`src/rtl/hazard_ctrl.sv`:
```
// hazard_ctrl: stall/flush/forwarding control and MUL/DIV occupancy sequencing for the 5-stage core
module hazard_ctrl #(
  parameter int MDU_LAT = 4,
  parameter int CNT_W = 32
) (
  input  logic             clk,
  input  logic             reset,
  input  logic [4:0]       id_rs1,
  input  logic [4:0]       id_rs2,
  input  logic             id_use_rs1,
  input  logic             id_use_rs2,
  input  logic [4:0]       ex_rs1,
  input  logic [4:0]       ex_rs2,
  input  logic [4:0]       ex_rd,
  input  logic             ex_is_load,
  input  logic             ex_mdu_start,
  input  logic [4:0]       mem_rd,
  input  logic             mem_reg_wr,
  input  logic [4:0]       wb_rd,
  input  logic             wb_reg_wr,
  input  logic             br_taken,
  output logic             stall_pc,
  output logic             stall_if_id,
  output logic             stall_id_ex,
  output logic             flush_if_id,
  output logic             flush_id_ex,
  output logic             bubble_ex_mem,
  output logic [1:0]       fwd_a,
  output logic [1:0]       fwd_b,
  output logic             mdu_busy,
  output logic             mdu_done,
  output logic [CNT_W-1:0] stall_cnt,
  output logic [CNT_W-1:0] flush_cnt
);
  typedef enum logic {RUN, MDU_BUSY} state_t;
  state_t state, state_nx;
  logic [3:0] lat;
  logic load_use, run, busy, last, br_f, start, lu, hold;
  always_ff @(posedge clk) begin
    if (!reset) state <= RUN;
    else state <= state_nx;
  end
  always_comb begin
    state_nx = state;
    if (state == RUN && !br_taken && ex_mdu_start) state_nx = MDU_BUSY;
    if (state == MDU_BUSY && lat == 4'd0) state_nx = RUN;
  end
  always_comb begin
    load_use = ex_is_load && ex_rd != 5'd0 &&
               ((id_use_rs1 && id_rs1 == ex_rd) || (id_use_rs2 && id_rs2 == ex_rd));
    run = reset && state == RUN;
    busy = reset && state == MDU_BUSY;
    last = busy && lat == 4'd0;
    br_f = run && br_taken;
    start = run && !br_taken && ex_mdu_start;
    lu = run && !br_taken && !ex_mdu_start && load_use;
    hold = start || (busy && !last);
    stall_pc = hold || lu;
    stall_if_id = hold || lu;
    stall_id_ex = hold;
    bubble_ex_mem = hold;
    flush_if_id = br_f;
    flush_id_ex = br_f || lu;
    mdu_busy = busy;
    mdu_done = last;
    fwd_a = !reset ? 2'b00 :
            (mem_reg_wr && mem_rd != 5'd0 && mem_rd == ex_rs1) ? 2'b10 :
            (wb_reg_wr && wb_rd != 5'd0 && wb_rd == ex_rs1) ? 2'b01 : 2'b00;
    fwd_b = !reset ? 2'b00 :
            (mem_reg_wr && mem_rd != 5'd0 && mem_rd == ex_rs2) ? 2'b10 :
            (wb_reg_wr && wb_rd != 5'd0 && wb_rd == ex_rs2) ? 2'b01 : 2'b00;
  end
  always_ff @(posedge clk) begin
    if (!reset) lat <= 4'd0;
    else if (start) lat <= 4'(MDU_LAT - 2);
    else if (busy && lat != 4'd0) lat <= lat - 4'd1;
  end
  always_ff @(posedge clk) begin
    if (!reset) begin
      stall_cnt <= '0;
      flush_cnt <= '0;
    end else begin
      if (stall_pc && !(&stall_cnt)) stall_cnt <= stall_cnt + CNT_W'(1);
      if (br_f && !(&flush_cnt)) flush_cnt <= flush_cnt + CNT_W'(1);
    end
  end
endmodule

```
`config.mk`:
```
export PLATFORM = sky130hd
export DESIGN_NAME = hazard_ctrl
export DESIGN_NICKNAME = d
export VERILOG_FILES = /design/src/rtl/hazard_ctrl.sv
export SDC_FILE = /design/constraint.sdc
export NUM_CORES = 1
export LEC_CHECK = 0
export ABC_AREA = 1
export ABC_CLOCK_PERIOD_IN_PS = 1900
export CORE_ASPECT_RATIO = 1.75
export CORE_UTILIZATION = 47
export CTS_BUF_LIST = sky130_fd_sc_hd__clkbuf_8
export CTS_CLUSTER_SIZE = 8
export DETAILED_ROUTE_END_ITERATION = 10
export PLACE_DENSITY = 0.75
export SYNTH_ARGS = -nofsm -noshare
export SYNTH_HDL_FRONTEND = slang
export SYNTH_SLANG_ARGS = --single-unit
```
`constraint.sdc`:
```
create_clock -name clk -period 1.9 [get_ports clk]
set_input_delay 0.19 -clock clk [delete_from_list [all_inputs] [get_ports clk]]
set_output_delay 0.19 -clock clk [all_outputs]
set_load 0.05 [all_outputs]
```
* After elaboration in Yosys (flattened, before gate mapping)
Index checks and enable logic that the tools add are counted.
** Word-level totals
- Logic and storage cells :: 68
- Register bits after elaboration :: 69
- Output and inout port bits :: 76
** Operators by class
- Add/sub/neg operators :: 3
- Bitwise gates (word level) :: 2
- Multiplexer cells :: 8
- Equal/unequal tests :: 6
- Reductions and logical operators :: 44
** Operators with widths (count)
- $add 32x1->32 const B :: 2
- $reduce_and 32->1 :: 2
- $eq 5x5->1 :: 6
- $logic_and 1x1->1 :: 25
- $reduce_bool 5->1 :: 3
- $mux 2 :: 6
- $logic_not 1->1 :: 5
- $logic_not 4->1 :: 1
- $logic_or 1x1->1 :: 4
- $reduce_bool 4->1 :: 1
- $reduce_or 2->1 :: 2
- $sub 4x1->4 const B :: 1
- $mux 1 :: 2
- $not 1->1 :: 2
- $reduce_bool 2->1 :: 1

* Logic depth before layout (Yosys ltp)
- Word-level depth :: 7
- Mapped depth :: 14
- Mapped depth without buffers :: 12

* Worst setup path after synthesis
No wires, ideal clock.
- Path type :: reg2reg
- Start :: reg stall_cnt[0]
- End :: reg stall_cnt[3]
- Slack :: -0.376 ns
- Arrival :: 2.149 ns
- Setup time :: 0.128 ns
- Cell stages (with the launch flop) :: 13
- Data required time :: 1.772 ns
- Path through :: dfxtp_1 ha_1 nand3_2 nor2_4 nand2_2 nor2_2 nand4_4 nand2_2 buf_6 buf_6 nand2_1 nand2_1 nor2_1
** Between the ends
- Word-level cells in the longest chain between the ends :: 3
- Elaborated cells on any way between the ends :: 4
- Classes of those cells :: add/sub (1); reduce/logical (3)
** RTL lines
- start: declaration :: RTL line 32 : output logic [CNT_W-1:0] stall_cnt,
- start signal: assignment :: RTL line 83 : if (stall_pc && !(&stall_cnt)) stall_cnt <= stall_cnt + CNT_W'(1);
- branches (longest 3 deep; another with $add 32x1->32)
Parallel ways; which one is timed is not known.
A chain may end at the register's enable or synchronous reset.

* Worst setup path in the final report
- Start :: in ex_rs1[3]
- End :: out fwd_a[0]
** Between the ends
- Word-level cells in the longest chain between the ends :: 5
- Elaborated cells on any way between the ends :: 7
- Classes of those cells :: eq/ne (2); mux (3); reduce/logical (2)
** RTL lines
- start: declaration :: RTL line 12 : input logic [4:0] ex_rs1,
- $eq 5x5->1 :: RTL line 68 : (wb_reg_wr && wb_rd != 5'd0 && wb_rd == ex_rs1) ? 2'b01 : 2'b00;
- $logic_and 1x1->1 :: RTL line 68
- $mux 1 :: RTL line 68
- $mux 2 * :: RTL line 67 : (mem_reg_wr && mem_rd != 5'd0 && mem_rd == ex_rs1) ? 2'b10 :
- $mux 2 * :: RTL line 66 : fwd_a = !reset ? 2'b00 :
- end: declaration :: RTL line 28 : output logic [1:0] fwd_a,
Every way passes the cells marked *; elsewhere a longest branch is shown, timed or not.

==> impl_metrics.sql <==
INSERT INTO impl_metrics (metric_group, metric, value, unit) VALUES
('outcome', 'status', 'finished, final reports clean', ''),
('drt', 'totalWireLength', '17.0', 'mm'),
('job', 'drv_cap', '0', ''),
('pwr', 'report.power.total', '0.00351', 'W'),
('die', 'die-height', '138', 'µm'),
('timing', 'slew_headroom', '0.656', ''),
('worst_setup_path', 'critical_path.top_delay_family', 'simple AND/OR/NAND/NOR gates', ''),
('worst_setup_path', 'setup_crit_path_kind', 'primary input to output port', ''),
('clocking', 'cts.htree.levels', '3', ''),
('placed_design', 'hpwl_reported_at_the_end_of_detailed_placement', '12.7', 'mm'),
('die', 'fp.dieArea', '11100', 'µm²'),
('pwr', 'static-leakage-power', '3.13', 'nW'),
('die', 'chipWidth', '79.9', 'µm'),
('logic_synthesis', 'post-synth-top-area-fraction', '0.277', ''),
('logic_synthesis', 'postSynth.asyncResetShare', '0', ''),
('logic_synthesis', 'ff_latch_count_synth', '69', ''),
('logic_synthesis', 'synth-seq-area-share', '0.277', ''),
('timing', 'final.period_utilization', '0.993', ''),
('drt', 'met3_wirelength', '654', 'µm'),
('worst_setup_path', 'cp-start-kind', 'primary input', ''),
('logic_synthesis', 'post-synth-top-count-cell', 'sky130_fd_sc_hd__nand2_1', ''),
('timing', 'maxSlewViolCount', '0', ''),
('global_route', 'number_of_global_route_vias_before_repair', '5678', ''),
('logic_synthesis', 'synth_top_cells_by_count', 'sky130_fd_sc_hd__nand2_1 (291), sky130_fd_sc_hd__nor2_1 (144), sky130_fd_sc_hd__inv_1 (97), sky130_fd_sc_hd__dfxtp_1 (69), sky130_fd_sc_hd__nand3_1 (49)', ''),
('worst_setup_path', 'most_common_cell_on_crit_path', 'sky130_fd_sc_hd__nand3_1', ''),
('global_route', 'gr-usage-all-layers', '0.302', ''),
('timing', 'fin_skew', '0.00949', 'ns'),
('clocking', 'worstSkewPairLatency', '0.36', 'ns'),
('drt', 'wl_met1', '5.58', 'mm'),
('final_layout', 'drive_above_1_share', '0.161', ''),
('logic_synthesis', 'synth.distinct_cells', '31', ''),
('timing', 'worst_margin_slew', '0.514', 'ns'),
('logic_synthesis', 'syn_inst', '850', ''),
('worst_setup_path', 'critPathRequiredTime', '1.71', 'ns'),
('final_layout', 'filler_cell_count', '945', ''),
('final_layout', 'num-nets-final', '1077', ''),
('clocking', 'clock_sink_count', '69', ''),
('clocking', 'cts_max_path_buffers', '2', ''),
('min_path', 'min-delay-path-class', 'flop to flop', ''),
('timing', 'max_freq', '530', 'MHz'),
('clocking', 'cts.reportedPaths.clkPinSlew', '0.07', 'ns'),
('placed_design', 'pre_cts_slack', '-0.0912', 'ns'),
('timing', 'grt_setup_unrepaired', 'yes', ''),
('logic_synthesis', 'synth.cell_area', '4990', 'µm²'),
('logic_synthesis', 'post_synthesis_net_count', '897', ''),
('die', 'floorplan.initialDensity', '0.485', ''),
('drt', 'routed-via-count', '6018', ''),
('drt', '1st_pass_router_iterations', '5', ''),
('timing', 'timing.final.ws_setup', '0.0136', 'ns'),
('drt', 'route.met2.wl', '9.51', 'mm'),
('global_route', 'initial_antenna_violation_count', '0', ''),
('logic_synthesis', 'dominantRegCellSynth', 'sky130_fd_sc_hd__dfxtp_1', ''),
('logic_synthesis', 'syn_avg_cell_area', '5.87', 'µm²'),
('worst_setup_path', 'slowest_stage', 'sky130_fd_sc_hd__clkdlybuf4s50_1', ''),
('drt', 'post-route-drc-count', '0', ''),
('worst_setup_path', 'timing.critical_path.to_type', 'output port', ''),
('global_route', 'grt_start_max_net_pins', '37', ''),
('logic_synthesis', 'number_of_flops_mapped_to_enable_cells_by_yosys', '0', ''),
('global_route', 'grt_overflow', '0', ''),
('logic_synthesis', 'yosys-top-cells-area', 'sky130_fd_sc_hd__dfxtp_1 (28%), sky130_fd_sc_hd__nand2_1 (22%), sky130_fd_sc_hd__nor2_1 (11%), sky130_fd_sc_hd__inv_1 (7.3%), sky130_fd_sc_hd__xor2_1 (7.2%)', ''),
('die', 'ioPinCount', '120', ''),
('clocking', 'cts_tree', 'built', ''),
('worst_setup_path', 'count_of_buffering_cells_on_the_critical_path_with_inverters_included', '2', ''),
('clocking', 'ctsHoldBuffers', '0', ''),
('drt', 'antenna_violating_nets_post_route', '0', ''),
('worst_setup_path', 'cp_max_fo', '3', ''),
('clocking', 'tritoncts.num_buffers', '9', ''),
('drt', 'top_signal_layer_used', 'met4', ''),
('drt', 'wire_per_inst', '14.6', 'µm'),
('global_route', 'grt_pass1_wl', '25.8', 'mm'),
('placed_design', 'gpl.final_weighted_congestion', '0.967', '');
repair_timing:
item / in CTS / in global routing
pin swaps: 3 / 11
gates resized for setup: 6 / 27
setup endpoints to repair: 5 / 58
cloned: 0 / 4
setup buffers: 2 / 11
routing by layer:
layer	global-route usage	vias up
li1	-	2993
met1	0.264	2743
met2	0.590	205
met3	0.0455	77
met4	0.216	0
met5	0	-
report_power, final:
group / leakage, nW / switching (W) / internal (W)
Clock: 0.0957 / 0.000573 / 0.000484
Sequential: 0.574 / 0.0000685 / 0.00150
Combinational: 2.46 / 0.000509 / 0.000375
layout make-up:
class | instances | area, µm² | area share
clock inverters | 5 | 21.3 | 0.00292
multi-input cells | 663 | 3240 | 0.445
inverters | 99 | 379 | 0.0521
clock buffers | 10 | 138 | 0.0189
well taps | 127 | 159 | 0.0218
flip-flops and latches | 69 | 1430 | 0.196
repair buffers | 188 | 1920 | 0.263
cell families after synthesis:
logic type | count (synthesis) | share of synthesized area
compound gates | 54 | 0.0557
simple gates | 549 | 0.465
fa+ha+maj | 3 | 0.00752
flops | 69 | 0.277
buf+inv | 121 | 0.100
xor+xnor | 54 | 0.0948
metrics by stage:
| step | hold WS (ns) | setup TNS [ns] | cells | instance area (µm²) | utilization |
|---|---|---|---|---|---|
| 3_3_place_gp | 0.455 | -0.0315 | 1129 | 6850 | 0.665 |
| 4_1_cts | 0.483 | 0 | 1146 | 7050 | 0.685 |
| 5_1_grt | 0.514 | -0.509 | 1161 | 7280 | 0.707 |
| 2_1_floorplan | 0.390 | 0 | 850 | 5050 | - |
| 6_report | 0.481 | 0 | 1161 | 7280 | 0.707 |
| 3_5_place_dp | 0.472 | -1.41 | 1129 | 6850 | 0.665 |
worst min-delay path: cells and delay by family (launching register included):
kind	cells	cell delay, ns
flops	1	0.32
simple gates	1	0.06
compound gates	1	0.06
placed cells by master, fill, tap and decap left out, types with 3 or more instances in the layout:
cell	synthesis	final
sky130_fd_sc_hd__clkdlybuf4s50_1	0	98
sky130_fd_sc_hd__dfxtp_2	0	29
sky130_fd_sc_hd__nor3_1	16	16
sky130_fd_sc_hd__nand3b_1	14	14
sky130_fd_sc_hd__xnor2_1	13	13
sky130_fd_sc_hd__xor2_1	41	41
sky130_fd_sc_hd__or2_2	5	5
sky130_fd_sc_hd__dfxtp_1	69	38
sky130_fd_sc_hd__inv_1	97	93
sky130_fd_sc_hd__nand2_8	0	3
sky130_fd_sc_hd__nor2_2	2	4
sky130_fd_sc_hd__nand3_1	49	48
sky130_fd_sc_hd__nor4_1	5	3
sky130_fd_sc_hd__dlymetal6s2s_1	0	8
sky130_fd_sc_hd__nand2_2	5	5
sky130_fd_sc_hd__nor2_1	144	141
sky130_fd_sc_hd__clkbuf_8	0	10
sky130_fd_sc_hd__buf_12	0	16
sky130_fd_sc_hd__o21ai_0	12	11
sky130_fd_sc_hd__nand2_1	291	290
sky130_fd_sc_hd__buf_4	2	64
sky130_fd_sc_hd__nand4_1	9	9
sky130_fd_sc_hd__inv_2	2	7
sky130_fd_sc_hd__a21oi_1	40	40
sky130_fd_sc_hd__nor2_4	2	3
sequential cells by signal, indices dropped and copies added (netlist names):
signal     count
flush_cnt     32
lat            4
stall_cnt     32
state          1
final timing paths:
check                    start       endpoint  slack (ns)  cells past startpoint
setup / recovery     ex_rs1[3]       fwd_a[0]        0.01                      7
hold / removal          lat[0]         lat[0]        0.48                      2
setup reg to reg  flush_cnt[1]  flush_cnt[31]        0.09                      9
hold reg to reg         lat[0]         lat[0]        0.48                      2
No activity file was read; power rests on OpenSTA's default activity.
